[config.mk]
export PLATFORM = sky130hd
export DESIGN_NAME = iddr_deser
export DESIGN_NICKNAME = d
export VERILOG_FILES = /design/src/rtl/iddr_deser_pkg.sv /design/src/rtl/iddr_deser_fifo.sv /design/src/rtl/iddr_deser.sv
export SDC_FILE = /design/constraint.sdc
export NUM_CORES = 1
export LEC_CHECK = 0
export ABC_AREA = 1
export BUFFER_PORTS_ARGS = -buffer_cell sky130_fd_sc_hd__buf_2
export CAP_MARGIN = 20
export CORE_MARGIN = 2
export CORE_UTILIZATION = 30
export DETAILED_ROUTE_END_ITERATION = 8
export GPL_TIMING_DRIVEN = 0
export PLACE_DENSITY_LB_ADDON = 0.15
export SYNTH_ARGS = -nofsm -noshare
export SYNTH_HDL_FRONTEND = slang
export SYNTH_HIERARCHICAL = 1
export SYNTH_SLANG_ARGS = --single-unit
[constraint.sdc]
create_clock -name i_clk -period 2.72 [get_ports i_clk]
set_input_delay 0.408 -clock i_clk [delete_from_list [all_inputs] [get_ports i_clk]]
set_output_delay 0.408 -clock i_clk [all_outputs]
set_load 0.05 [all_outputs]
[src/rtl/iddr_deser_pkg.sv]
// Shared types and constants for the IDDR pair deserializer.
package iddr_deser_pkg;

  // Alignment FSM states
  typedef enum logic [2:0] {
    ST_BYPASS,
    ST_HUNT,
    ST_BLANK,
    ST_CHECK,
    ST_LOCKED
  } state_e;

  // Q1 is the earlier serial bit of each IDDR pair (SAME_EDGE_PIPELINED)
  localparam bit Q1_FIRST = 1'b1;
  localparam int PAIR_W   = 2;

  // Slips tried without a pattern match before flagging an alignment error
  function automatic int slip_limit(input int word_w);
    return 2 * word_w;
  endfunction

endpackage

[src/rtl/iddr_deser_fifo.sv]
// Small synchronous FIFO; storage is registered and the head entry is
// presented directly, so a pushed word is visible the cycle after the push.
module iddr_deser_fifo #(
  parameter int W     = 8,
  parameter int DEPTH = 4
) (
  input  logic         i_clk,
  input  logic         i_rst_n,
  input  logic         i_push,
  input  logic [W-1:0] i_data,
  input  logic         i_pop,
  output logic [W-1:0] o_data,
  output logic         o_valid,
  output logic         o_drop
);

  localparam int AW = $clog2(DEPTH);

  logic [DEPTH-1:0][W-1:0] mem_q;
  logic [AW-1:0]           wr_q, rd_q;
  logic [AW:0]             cnt_q;
  logic                    full, do_pop, do_push;

  assign do_pop  = i_pop && (cnt_q != '0);
  assign full    = (cnt_q == (AW+1)'(DEPTH));
  // A pop in the same cycle frees the slot, so a full FIFO still accepts
  assign do_push = i_push && (!full || do_pop);
  assign o_drop  = i_push && !do_push;
  assign o_valid = (cnt_q != '0);
  assign o_data  = o_valid ? mem_q[rd_q] : '0;

  // Storage, pointers and occupancy
  always_ff @(posedge i_clk or negedge i_rst_n) begin
    if (!i_rst_n) begin
      mem_q <= '0;
      wr_q  <= '0;
      rd_q  <= '0;
      cnt_q <= '0;
    end else begin
      if (do_push) begin
        mem_q[wr_q] <= i_data;
        wr_q        <= wr_q + 1'b1;
      end
      if (do_pop) rd_q <= rd_q + 1'b1;
      cnt_q <= cnt_q + (AW+1)'(do_push) - (AW+1)'(do_pop);
    end
  end

endmodule

[src/rtl/iddr_deser.sv]
// IDDR pair deserializer: assembles Q1/Q2 pairs into words, aligns the
// word boundary by bitslip (manual or trained), and buffers words in a FIFO.
module iddr_deser
  import iddr_deser_pkg::*;
#(
  parameter int                WORD_W        = 8,
  parameter int                FIFO_DEPTH    = 4,
  parameter logic [WORD_W-1:0] ALIGN_PATTERN = WORD_W'(8'hA5),
  parameter int                LOCK_COUNT    = 3
) (
  input  logic              i_clk,
  input  logic              i_rst_n,
  input  logic              i_ce,
  input  logic              i_q1,
  input  logic              i_q2,
  input  logic              i_align_en,
  input  logic              i_bitslip,
  input  logic              i_ready,
  output logic [WORD_W-1:0] o_data,
  output logic              o_valid,
  output logic              o_locked,
  output logic              o_align_err,
  output logic              o_overflow
);

  localparam int CW       = $clog2(WORD_W + 2);
  localparam int SLIP_LIM = slip_limit(WORD_W);
  localparam int SW       = $clog2(SLIP_LIM + 1);
  localparam int MW       = $clog2(LOCK_COUNT + 1);

  // Accumulator holds up to WORD_W+1 bits; the newest bit is at the LSB
  logic [WORD_W:0]       acc_q, acc_d, acc_n;
  logic [CW-1:0]         cnt_q, cnt_d, cnt_n;
  logic [PAIR_W-1:0]     pair;
  logic                  late_bit;
  logic                  emit;
  logic [WORD_W-1:0]     word;
  logic                  slip_q, slip_d, slip_req;
  state_e                st_q, st_d;
  logic [MW-1:0]         mcnt_q, mcnt_d;
  logic [SW-1:0]         scnt_q, scnt_d;
  logic                  err_q, err_d;
  logic                  ovf_q;
  logic                  push, drop, match;

  assign pair     = Q1_FIRST ? {i_q1, i_q2} : {i_q2, i_q1};
  assign late_bit = Q1_FIRST ? i_q2 : i_q1;
  assign match    = (word == ALIGN_PATTERN);

  // Bit accumulation and word extraction (oldest WORD_W bits form the word)
  always_comb begin
    acc_n = acc_q;
    cnt_n = cnt_q;
    acc_d = acc_q;
    cnt_d = cnt_q;
    emit  = 1'b0;
    word  = '0;
    if (i_ce) begin
      if (slip_q) begin
        // Slip: the earlier bit of this pair is dropped
        acc_n = {acc_q[WORD_W-1:0], late_bit};
        cnt_n = cnt_q + CW'(1);
      end else begin
        acc_n = {acc_q[WORD_W-2:0], pair};
        cnt_n = cnt_q + CW'(PAIR_W);
      end
      acc_d = acc_n;
      cnt_d = cnt_n;
      if (cnt_n >= CW'(WORD_W)) begin
        emit  = 1'b1;
        // One leftover bit stays below the word when count overshoots
        word  = (cnt_n == CW'(WORD_W + 1)) ? acc_n[WORD_W:1] : acc_n[WORD_W-1:0];
        cnt_d = cnt_n - CW'(WORD_W);
      end
    end
  end

  // Alignment FSM next state, push decision and slip requests
  always_comb begin
    st_d     = st_q;
    mcnt_d   = mcnt_q;
    scnt_d   = scnt_q;
    err_d    = 1'b0;
    slip_req = 1'b0;
    push     = 1'b0;
    case (st_q)
      ST_BYPASS: begin
        push     = emit;
        slip_req = i_bitslip;
      end
      ST_HUNT: if (emit) begin
        if (match) begin
          mcnt_d = MW'(1);
          st_d   = (LOCK_COUNT <= 1) ? ST_LOCKED : ST_CHECK;
        end else begin
          slip_req = 1'b1;
          st_d     = ST_BLANK;
          if (scnt_q == SW'(SLIP_LIM - 1)) begin
            err_d  = 1'b1;
            scnt_d = '0;
          end else begin
            scnt_d = scnt_q + SW'(1);
          end
        end
      end
      // The first word after a slip mixes bits from both sides of it
      ST_BLANK: if (emit) st_d = ST_HUNT;
      ST_CHECK: if (emit) begin
        if (match) begin
          mcnt_d = mcnt_q + MW'(1);
          if (mcnt_q == MW'(LOCK_COUNT - 1)) st_d = ST_LOCKED;
        end else begin
          st_d = ST_HUNT;
        end
      end
      ST_LOCKED: push = emit;
      default:   st_d = ST_BYPASS;
    endcase
    // Mode changes override any data-driven transition
    if (!i_align_en) begin
      st_d = ST_BYPASS;
    end else if (st_q == ST_BYPASS) begin
      st_d   = ST_HUNT;
      scnt_d = '0;
    end
  end

  // Slip pending: consumed by the next valid pair; new requests ignored while set
  always_comb begin
    slip_d = slip_q;
    if (i_ce && slip_q) slip_d = 1'b0;
    else if (slip_req)  slip_d = 1'b1;
  end

  // State registers; reset lands in BYPASS and moves to HUNT on the first
  // edge if alignment is enabled, so no reset value depends on an input
  always_ff @(posedge i_clk or negedge i_rst_n) begin
    if (!i_rst_n) begin
      acc_q  <= '0;
      cnt_q  <= '0;
      slip_q <= 1'b0;
      st_q   <= ST_BYPASS;
      mcnt_q <= '0;
      scnt_q <= '0;
      err_q  <= 1'b0;
      ovf_q  <= 1'b0;
    end else begin
      acc_q  <= acc_d;
      cnt_q  <= cnt_d;
      slip_q <= slip_d;
      st_q   <= st_d;
      mcnt_q <= mcnt_d;
      scnt_q <= scnt_d;
      err_q  <= err_d;
      ovf_q  <= ovf_q | drop;
    end
  end

  iddr_deser_fifo #(
    .W     (WORD_W),
    .DEPTH (FIFO_DEPTH)
  ) u_fifo (
    .i_clk   (i_clk),
    .i_rst_n (i_rst_n),
    .i_push  (push),
    .i_data  (word),
    .i_pop   (i_ready),
    .o_data  (o_data),
    .o_valid (o_valid),
    .o_drop  (drop)
  );

  assign o_locked    = (st_q == ST_LOCKED);
  assign o_align_err = err_q;
  assign o_overflow  = ovf_q;

endmodule
==> qor.csv, run 1 <==
stage,metric,value,unit
run_status,status,"finished, final reports clean",
finish,Antenna diodes,0,
worst_setup_path,R2R depth,14,
global_route,GRT overflow,0,
logic_synthesis,share of flip-flops with an asynchronous set or reset,100,%
worst_setup_path,crit end category,flip-flop,
logic_synthesis,Synth Cell Area,0.00385,mm²
global_route,pin count of the biggest net entering global routing,65,
finish,area delta synth->final,19.3,%
logic_synthesis,"count leader, synth",nand2_1,
logic_synthesis,Compound-Gate Fraction of Synth Area,4.68,%
logic_synthesis,top cell type's share of synthesized area,41.6,%
drt,final WL,9190,µm
power,PD cells,1000,mW/mm²
logic_synthesis,top_reg_cell synth,dfrtp_1,
placement,Final HPWL DP,6700,µm
placement,Buffers on Ports,19,
finish,Filler cells,1343,
drt,DRT antenna net count,0,
worst_setup_path,CP arrival,2800,ps
power,Final Power,4610,µW
power,switching share of power,42.1,%
clock_tree,CTS sink cnt,64,
placement,gpl congestion,0.792,
clock_tree,H-tree level count,3,
clock_tree,Clock Pin Slew Worst Setup and Hold Paths,50,ps
worst_hold_path,HP Class,in -> async,
finish,fraction of layout cells with a size suffix above 1,19.3,%
drt,DR iter-0 viols,169,
global_route,All-Layer GR Usage,14.1,%
die,die height,117,µm
timing,Rel. slew slack,43.9,%
drt,vias per cell,4.58,
logic_synthesis,simple-gate share of the synthesized area,37.3,%
run,Max Cap Viol,0,
timing,Slew @ Worst Pin,842,ps
logic_synthesis,syn_nets,527,
drt,DR WL/cell,12.7,µm
timing,final number of max-transition violations,0,
placement,Place WS,-466,ps
worst_setup_path,Crit Path Max Fanout,3,
clock_tree,hold_buf cts,0,
logic_synthesis,Yosys cell types,32,
logic_synthesis,number of synthesis warnings,6,
logic_synthesis,number of flops mapped to enable cells by yosys,0,
die,core area,0.0126,mm²
power,clock share of power,26.2,%
power,total leakage power,0.00235,µW
logic_synthesis,register area share after synthesis,41.6,%
die,Cell Rows,41,
clock_tree,Max Root-Sink Buffers,2,
power,Comb power frac,44.4,%
timing,clock skew,5.05,ps
drt,Vias,3300,
die,initial core utilization,30.6,%
die,# IOs,20,
power,Max VDD drop,0.000483,V
drt,# DRC,0,
worst_setup_path,Setup crit start kind,flip-flop,
timing,hold slack,181,ps
power,cell-internal power,2670,µW
worst_setup_path,Crit Path Class,reg -> reg,
drt,drt pass-1 iters,4,
finish,nets,565,
logic_synthesis,Synth area leader,dfrtp_1,
timing,Final Setup Violations,0,
logic_synthesis,Mapped Cells,508,
logic_synthesis,largest family of logic cells by synthesized area,simple AND/OR/NAND/NOR gates,
logic_synthesis,Post-Synth XOR/XNOR Area,1.14,%
logic_synthesis,post-synthesis mux area share,1.56,%
timing,Fin Setup TNS,0,ps
die,die footprint,0.0138,mm²
global_route,vias in the first global route,3193,
logic_synthesis,syn avg cell area,7.58,µm²
timing,"Hold Violations, Final",0,
logic_synthesis,"flops & latches, synth",64,
worst_setup_path,worst path required time,2930,ps
logic_synthesis,"top cells by count, synth","nand2_1 (185), dfrtp_1 (64), inv_1 (57)",
timing,fin crit share,95.2,%
die,Die W,117,µm
clock_tree,TritonCTS clock tree,done,
global_route,first-pass GRT wire length,15800,µm
clock_tree,root buf cell,clkbuf_16,
power,sequential power share,29.4,%
global_route,antenna violations before repair,0,
logic_synthesis,Synth Area in Adders,3.77,%
timing,Max Freq,0.386,GHz
logic_synthesis,largest cells by area after synthesis,"dfrtp_1 (42%), nand2_1 (18%), inv_1 (5.6%)",
timing,minimum clock period after layout,2590,ps
clock_tree,total CTS buffers,9,
power,P_sw,1940,µW
timing,Final Worst Setup Slack,130,ps
clock_tree,worst-skew pair later-pin latency,330,ps
[sequential cells by signal (all words and copies together) (netlist names)]
| signal | cells |
|---|---|
| scnt_q | 5 |
| slip_q | 1 |
| u_fifo/cnt_q | 3 |
| cnt_q | 4 |
| mcnt_q | 2 |
| o_align_err | 1 |
| acc_q | 8 |
| o_overflow | 1 |
| u_fifo/mem_q | 32 |
| st_q | 3 |
| u_fifo/rd_q | 2 |
| u_fifo/wr_q | 2 |
[critical path, stage by stage, from the launching register on]
cell and delay (ps):
dfrtp_1 420, ha_4 180, nand2_1 70, nand2_2 80
a21oi_4 170, inv_2 70, nor2_4 120, buf_6 120
nand2_4 80, ha_4 270, inv_1 30, ha_1 190
fa_2 380, xnor2_2 140, xor2_1 160
[area by class of cell]
| class | count | area (µm²) | area share [%] |
|---|---|---|---|
| inverters | 65 | 244 | 5.31 |
| repair buffers | 27 | 158 | 3.43 |
| clock inverters | 4 | 70.1 | 1.53 |
| plain buffers | 19 | 145 | 3.16 |
| clock buffers | 10 | 239 | 5.20 |
| flip-flops and latches | 64 | 1600 | 34.9 |
| multi-input cells | 360 | 1920 | 41.8 |
| well taps | 172 | 215 | 4.69 |
[power by group through the flow]
stage | logic [µW] | registers (µW) | clock network [µW]
finish | 2050 | 1350 | 1210
global route | 2310 | 1390 | 1280
CTS | 2000 | 1340 | 1250
detailed placement | 1950 | 1360 | 0
global placement | 1930 | 1360 | 0
floorplan | 1540 | 1340 | 0
[final timing paths]
kind                       startpoint               to  slack (ps)
setup / recovery             cnt_q[1]  u_fifo/cnt_q[2]         130
hold / removal                i_rst_n  u_fifo/cnt_q[1]         180
setup reg to reg             cnt_q[1]  u_fifo/cnt_q[2]         130
hold reg to reg            o_overflow       o_overflow         460
max in group asynchronous     i_rst_n           slip_q        1930
min in group i_clk               i_q2         acc_q[0]         310
[kinds of logic (layout without fill, tap and decap cells)]
group                      count (synthesis)  after routing
AOI/OAI and AO/OA                         33             33
xor gates and xnor gates                   5              5
adders and majority gates                 11             11
buffers and inverters                     84            125
DFF                                       64             64
muxes                                      6              6
and+or+nand+nor                          305            305
[timing repair]
item | CTS | global route
setup endpoints to repair | 2 | 1
setup buffers | 4 | 4
pin swaps | 3 | 7
gates resized for setup | 5 | 6
[stage by stage]
step	util [%]	cells	instance area, µm²
floorplan	-	508	3860
global placement	33.2	699	4170
detailed placement	33.2	699	4170
CTS	36.0	717	4520
global route	36.5	721	4590
finish	36.5	721	4590
[metal layers]
metal  track usage (%)  vias up  part of all wire, %
met4              4.67        0                  1.7
met3              3.45       12                  3.5
met1              18.7     1532                   48
li1                  -     1698                    -
met5                 0        -                    0
met2              22.6       58                   47
[cells in the final DEF (no fill, tap or decap), types with 3 or more instances in the layout]
cell type and n:
nand3_1 32, nor2_1 19, buf_2 26, nand3_2 4, mux2i_1 6, clkbuf_16 9
a21oi_1 10, nand2_1 184, buf_6 8, nor2_2 4, nor2_4 8, o21ai_1 7
xor2_1 3, nand2_4 3, nand4_1 34, nand2_2 8, inv_2 9, ha_1 8
dfrtp_1 63, buf_4 10, o21ai_0 14, inv_1 56
No activity file was read; power rests on OpenSTA's default activity.
==> inputs of run 2 (changes only) <==
Settings changed: ABC_AREA 1 to not set, CORE_MARGIN 2 to not set.
==> run 2 against run 1 <==
Against the previous run:
- critical path type unchanged
- die area decreased by 6.5%
- first-iteration DRC count down 3.0%
- register-to-register slack worse by 60 ps
- via count shrank 25%
- power up 0.11%
- non-clock buffer count is 3 lower
- synthesized area fell by 3.2%
- fmax is 2.1% lower
- hold slack got worse by 13 ps
- highest routed layer unchanged
==> qor.csv, run 2 <==
stage,metric,value,unit
clock_tree,Max Root-Sink Buffers,2,
finish,fraction of layout cells with a size suffix above 1,34.3,%
die,Die W,113,µm
logic_synthesis,number of flops mapped to enable cells by yosys,0,
clock_tree,worst-skew pair later-pin latency,330,ps
logic_synthesis,Synth area leader,dfrtp_1,
run_status,status,"finished, final reports clean",
drt,Vias,2488,
drt,final WL,8210,µm
logic_synthesis,Yosys cell types,55,
logic_synthesis,top_reg_cell synth,dfrtp_1,
finish,area delta synth->final,20.3,%
worst_setup_path,reg2reg start,cnt_q[1],
logic_synthesis,syn_nets,331,
global_route,vias in the first global route,2521,
timing,Slew @ Worst Pin,846,ps
drt,DR iter-0 viols,164,
timing,Final Setup Violations,0,
global_route,first-pass GRT wire length,13400,µm
logic_synthesis,Mapped Cells,312,
logic_synthesis,"top cells by count, synth","dfrtp_1 (64), mux2_4 (34), nor2_1 (22)",
placement,gpl congestion,0.785,
die,# IOs,20,
logic_synthesis,syn avg cell area,11.9,µm²
logic_synthesis,register area share after synthesis,43.0,%
logic_synthesis,number of synthesis warnings,6,
die,initial core utilization,30.9,%
finish,nets,366,
placement,Cells after DPL,498,
die,core area,0.0121,mm²
die,Cell Rows,40,
finish,biggest regs,"u_fifo/mem_q: 32 flops, acc_q: 8 flops, scnt_q: 5 flops",
timing,RSZ-0062 raised after global routing,yes,
clock_tree,root buf cell,clkbuf_16,
timing,minimum clock period after layout,2650,ps
worst_setup_path,Setup crit start kind,flip-flop,
worst_setup_path,"CP delay by family, top",adder cells,
worst_setup_path,worst path required time,2940,ps
die,die footprint,0.0129,mm²
finish,max FFs per register,32,
drt,DRT antenna net count,0,
power,Max VDD drop,0.000353,V
worst_setup_path,crit-path cells,ha_4 -> and4b_2 -> nor2_2 -> clkbuf_8 -> nor3_4 -> nand2_2 -> ha_1 -> inv_1 -> ha_1 -> fa_2 -> xnor2_2 -> xnor2_1,
drt,# DRC,0,
placement,Final HPWL DP,5310,µm
finish,Biggest register,u_fifo/mem_q,
finish,"leading cell type in the layout, fill and taps excluded",dfrtp_1,
finish,"commonest non-fill, non-tap cells in the layout","dfrtp_1 (61), mux2_4 (34), nor2_1 (21)",
timing,Rel. slew slack,43.6,%
finish,fin cells,518,
worst_hold_path,HP Class,in -> async,
placement,Buffers on Ports,18,
worst_setup_path,Crit Path Max Fanout,10,
logic_synthesis,share of flip-flops with an asynchronous set or reset,100,%
timing,Final Worst Setup Slack,74.5,ps
placement,Place WS,-297,ps
timing,"Hold Violations, Final",0,
worst_setup_path,Crit Path Class,reg -> reg,
global_route,pin count of the biggest net entering global routing,65,
timing,fin crit share,97.3,%
clock_tree,hold_buf cts,0,
placement,Post-DP Area,0.00406,mm²
drt,vias per cell,4.80,
worst_setup_path,crit end category,flip-flop,
finish,Antenna diodes,0,
worst_setup_path,most frequent CP cell,ha_1,
logic_synthesis,Synth Cell Area,0.00373,mm²
global_route,antenna violations before repair,0,
logic_synthesis,top cell type's share of synthesized area,43.0,%
clock_tree,H-tree level count,3,
timing,hold slack,169,ps
worst_setup_path,sum of buffers and inverters on the critical path,2,
power,PD cells,1030,mW/mm²
worst_setup_path,Setup crit start,cnt_q[1],
power,total leakage power,0.00195,µW
logic_synthesis,"count leader, synth",dfrtp_1,
clock_tree,CTS sink cnt,64,
timing,final number of max-transition violations,0,
timing,clock skew,7.73,ps
worst_setup_path,CP arrival,2870,ps
clock_tree,total CTS buffers,9,
drt,DR WL/cell,15.8,µm
global_route,GRT overflow,0,
worst_setup_path,max incr delay on CP,420,ps
finish,Final Instance Area,0.00448,mm²
clock_tree,TritonCTS clock tree,done,
run,Max Cap Viol,0,
clock_tree,Clock Pin Slew Worst Setup and Hold Paths,50,ps
die,die height,113,µm
logic_synthesis,"flops & latches, synth",64,
global_route,All-Layer GR Usage,13.7,%
logic_synthesis,largest cells by area after synthesis,"dfrtp_1 (43%), mux2_4 (14%), mux4_2 (4.8%)",
timing,Max Freq,0.378,GHz
drt,drt pass-1 iters,4,
worst_setup_path,"Slowest-stage cell, CP",dfrtp_2,
run 2: layout make-up:
type,instances,area (µm²)
inverters,13,48.8
flip-flops and latches,64,1610
multi-input cells,216,2050
repair buffers,24,138
well taps,168,210
plain buffers,19,121
fillers,1199,7580
clock buffers,11,243
clock inverters,3,67.6
run 2: path summary, 6_finish.rpt:
path	end	slack (ps)	cells past startpoint
min in group i_clk	u_fifo/rd_q[1]	360	3
worst max register to register	u_fifo/cnt_q[2]	70	12
worst min register to register	o_overflow	460	1
max in group asynchronous	cnt_q[0]	1960	1
worst min-delay path	u_fifo/mem_q[26]	170	1
worst max-delay path	u_fifo/cnt_q[2]	70	12
run 2: logic make-up after synthesis:
group | count (synthesis) | share of synthesized area [%]
compound gates | 44 | 8.03
xor+xnor | 7 | 1.65
fa+ha+maj | 11 | 3.90
mux | 63 | 24.4
simple gates | 91 | 14.7
buf+inv | 32 | 4.30
flops | 64 | 43.0
run 2: metrics by stage:
stage / power (µW) / TNS [ps] / util (%)
global route: 4910 / -95.8 / 37.2
finish: 4610 / 0 / 37.2
global placement: 3260 / -1860 / 33.6
detailed placement: 3290 / -2400 / 33.7
floorplan: 2890 / 0 / -
CTS: 4560 / -1490 / 36.4
run 2: worst register-to-register path, delay by kind of cell, from the launching register on:
kind / cells / cell delay (ps)
and+or+nand+nor: 4 / 630
adders and majority gates: 4 / 990
buffers and inverters: 2 / 220
xor gates and xnor gates: 2 / 260
DFF: 1 / 420
run 2: timing repair:
| action | CTS | global route |
|---|---|---|
| setup endpoints to repair | 22 | 28 |
| resized for setup | 3 | 12 |
| pin swaps | 1 | 2 |
| buffers inserted | 1 | 5 |
run 2: routing by layer:
| layer | vias to the layer above | wire [µm] | track usage, % | part of all wire, % |
|---|---|---|---|---|
| met5 | - | 0 | 0 | 0 |
| met4 | 0 | 180 | 6.84 | 2.2 |
| met3 | 12 | 204 | 2.50 | 2.5 |
| met2 | 29 | 3760 | 21.0 | 46 |
| met1 | 1243 | 4060 | 18.6 | 49 |
| li1 | 1204 | - | - | - |
run 2: power breakdown:
part	internal (µW)	leakage, µW	switching (µW)
Sequential	1250	0.000835	245
Combinational	880	0.000967	1000
Clock	817	0.000148	414
==> inputs of run 3 (changes only) <==
Settings changed: CORE_UTILIZATION 30 to 55.
==> run 3 against run 2 <==
Against the previous run:
- the run now ends with DRC left
- sequential power barely moved
- fmax fell by 1.8%
- register-to-register slack worse by 50 ps
- clock power down 33%
- via count is essentially flat
- flip-flop and latch count unchanged
- sequential share of layout area rose by 1.5 points
- non-clock buffer count rose by 5
- hold slack got worse by 6.3 ps
- final cell count is 16% lower
- combinational power about the same
- critical path depth is 1 higher
- critical path type unchanged
- largest cell class unchanged
==> qor.csv, run 3 (synthesized netlist as in run 2, its figures left out) <==
stage,metric,value,unit
drt,# DRC,3,
timing,Final Setup Violations,0,
worst_setup_path,CP arrival,2930,ps
global_route,GRT overflow,0,
drt,vias per cell,5.73,
placement,Cells after DPL,408,
clock_tree,root buf cell,clkbuf_8,
clock_tree,H-tree level count,3,
run_status,status,finished with violations,
worst_setup_path,Crit Path Class,reg -> reg,
finish,max FFs per register,32,
timing,clock skew,8.40,ps
drt,DR iter-0 viols,171,
clock_tree,Clock Pin Slew Worst Setup and Hold Paths,80,ps
timing,fin crit share,99.1,%
finish,"commonest non-fill, non-tap cells in the layout","dfrtp_1 (61), mux2_4 (34), nor2_1 (21)",
clock_tree,hold_buf cts,0,
power,PD cells,986,mW/mm²
finish,area delta synth->final,15.3,%
power,total leakage power,0.00192,µW
drt,DRT antenna net count,0,
die,Die W,84.3,µm
timing,"Hold Violations, Final",0,
placement,Final HPWL DP,4930,µm
global_route,antenna violations before repair,0,
finish,"leading cell type in the layout, fill and taps excluded",dfrtp_1,
timing,minimum clock period after layout,2690,ps
global_route,first-pass GRT wire length,12000,µm
run,Max Cap Viol,0,
die,# IOs,20,
finish,fraction of layout cells with a size suffix above 1,35.6,%
worst_setup_path,Crit Path Max Fanout,10,
timing,hold slack,162,ps
finish,Biggest register,u_fifo/mem_q,
clock_tree,TritonCTS clock tree,done,
worst_setup_path,Setup crit start kind,flip-flop,
drt,drt pass-1 iters,6,
drt,DR WL/cell,16.9,µm
power,Max VDD drop,0.000606,V
run_status,failing checks,DRC,
timing,RSZ-0062 raised after global routing,yes,
timing,final number of max-transition violations,0,
global_route,vias in the first global route,2404,
die,Cell Rows,29,
finish,fin cells,434,
clock_tree,Max Root-Sink Buffers,2,
timing,Max Freq,0.371,GHz
placement,Buffers on Ports,18,
timing,Rel. slew slack,43.7,%
global_route,All-Layer GR Usage,21.9,%
worst_setup_path,worst path required time,2960,ps
clock_tree,total CTS buffers,9,
die,die footprint,0.00711,mm²
die,die height,84.3,µm
worst_hold_path,HP Class,in -> async,
finish,nets,371,
placement,gpl congestion,0.832,
worst_setup_path,Reg2Reg Setup Slack,30,ps
drt,Vias,2486,
finish,biggest regs,"u_fifo/mem_q: 32 flops, acc_q: 8 flops, scnt_q: 5 flops",
worst_setup_path,crit end category,flip-flop,
finish,Final Instance Area,0.00430,mm²
clock_tree,worst-skew pair later-pin latency,350,ps
clock_tree,CTS sink cnt,64,
finish,fin util,66.5,%
drt,final WL,7320,µm
die,core area,0.00646,mm²
timing,Slew @ Worst Pin,844,ps
placement,Post-DP Area,0.00396,mm²
finish,Antenna diodes,0,
die,initial core utilization,57.7,%
global_route,pin count of the biggest net entering global routing,37,
==> run 3: worst paths after layout <==
| kind | startpoint | endpoint | cells past startpoint |
|---|---|---|---|
| hold / removal | i_rst_n | acc_q[1] | 1 |
| min in group i_clk | i_ready | u_fifo/rd_q[1] | 3 |
| setup reg to reg | slip_q | u_fifo/cnt_q[2] | 13 |
| setup / recovery | slip_q | u_fifo/cnt_q[2] | 13 |
| max in group asynchronous | i_rst_n | u_fifo/mem_q[30] | 2 |
| hold reg to reg | o_overflow | o_overflow | 1 |
==> run 3: report_power, final <==
group          internal (µW)  switching [µW]
clock network            422             405
logic                    907            1000
registers               1250             246
==> run 3: through the flow <==
| step | setup slack [ps] | TNS, ps | power, µW |
|---|---|---|---|
| floorplan | 1.49 | 0 | 2890 |
| global placement | -233 | -478 | 3210 |
| detailed placement | -307 | -1040 | 3270 |
| CTS | -124 | -411 | 4120 |
| global route | -85.8 | -85.8 | 4500 |
| finish | 25.5 | 0 | 4240 |
==> run 3: repair_timing <==
action / in CTS / in global routing
setup endpoints to repair: 10 / 23
pin swaps: 1 / 5
buffers inserted: 2 / 8
resized for setup: 2 / 13
==> run 3: cell type report <==
cell class,count,area [µm²]
clock inverter,7,71.3
sequential,64,1610
tap,77,96.3
clock buffer,9,124
fill,496,2160
multi-input combinational,216,2040
inverter,13,48.8
timing repair buffer,29,185
buffer,19,123
==> run 3: routing by layer <==
metal / up-vias / track usage (%) / wire [µm]
met5: - / 0 / 0
met4: 0 / 10.8 / 100
met3: 10 / 4.13 / 231
met2: 43 / 31.3 / 3240
met1: 1219 / 31.9 / 3750
li1: 1214 / - / -
==> run 3: critical path, cell delays in order (launching register included) <==
cell      delay [ps]
dfrtp_1          380
buf_6            140
nand2b_4          80
and4b_2          280
nor2_2            90
buf_8            150
nor3_4           240
nand2_2          110
ha_1             280
inv_1             40
ha_1             180
fa_2             350
xnor2_2          150
xnor2_1          120
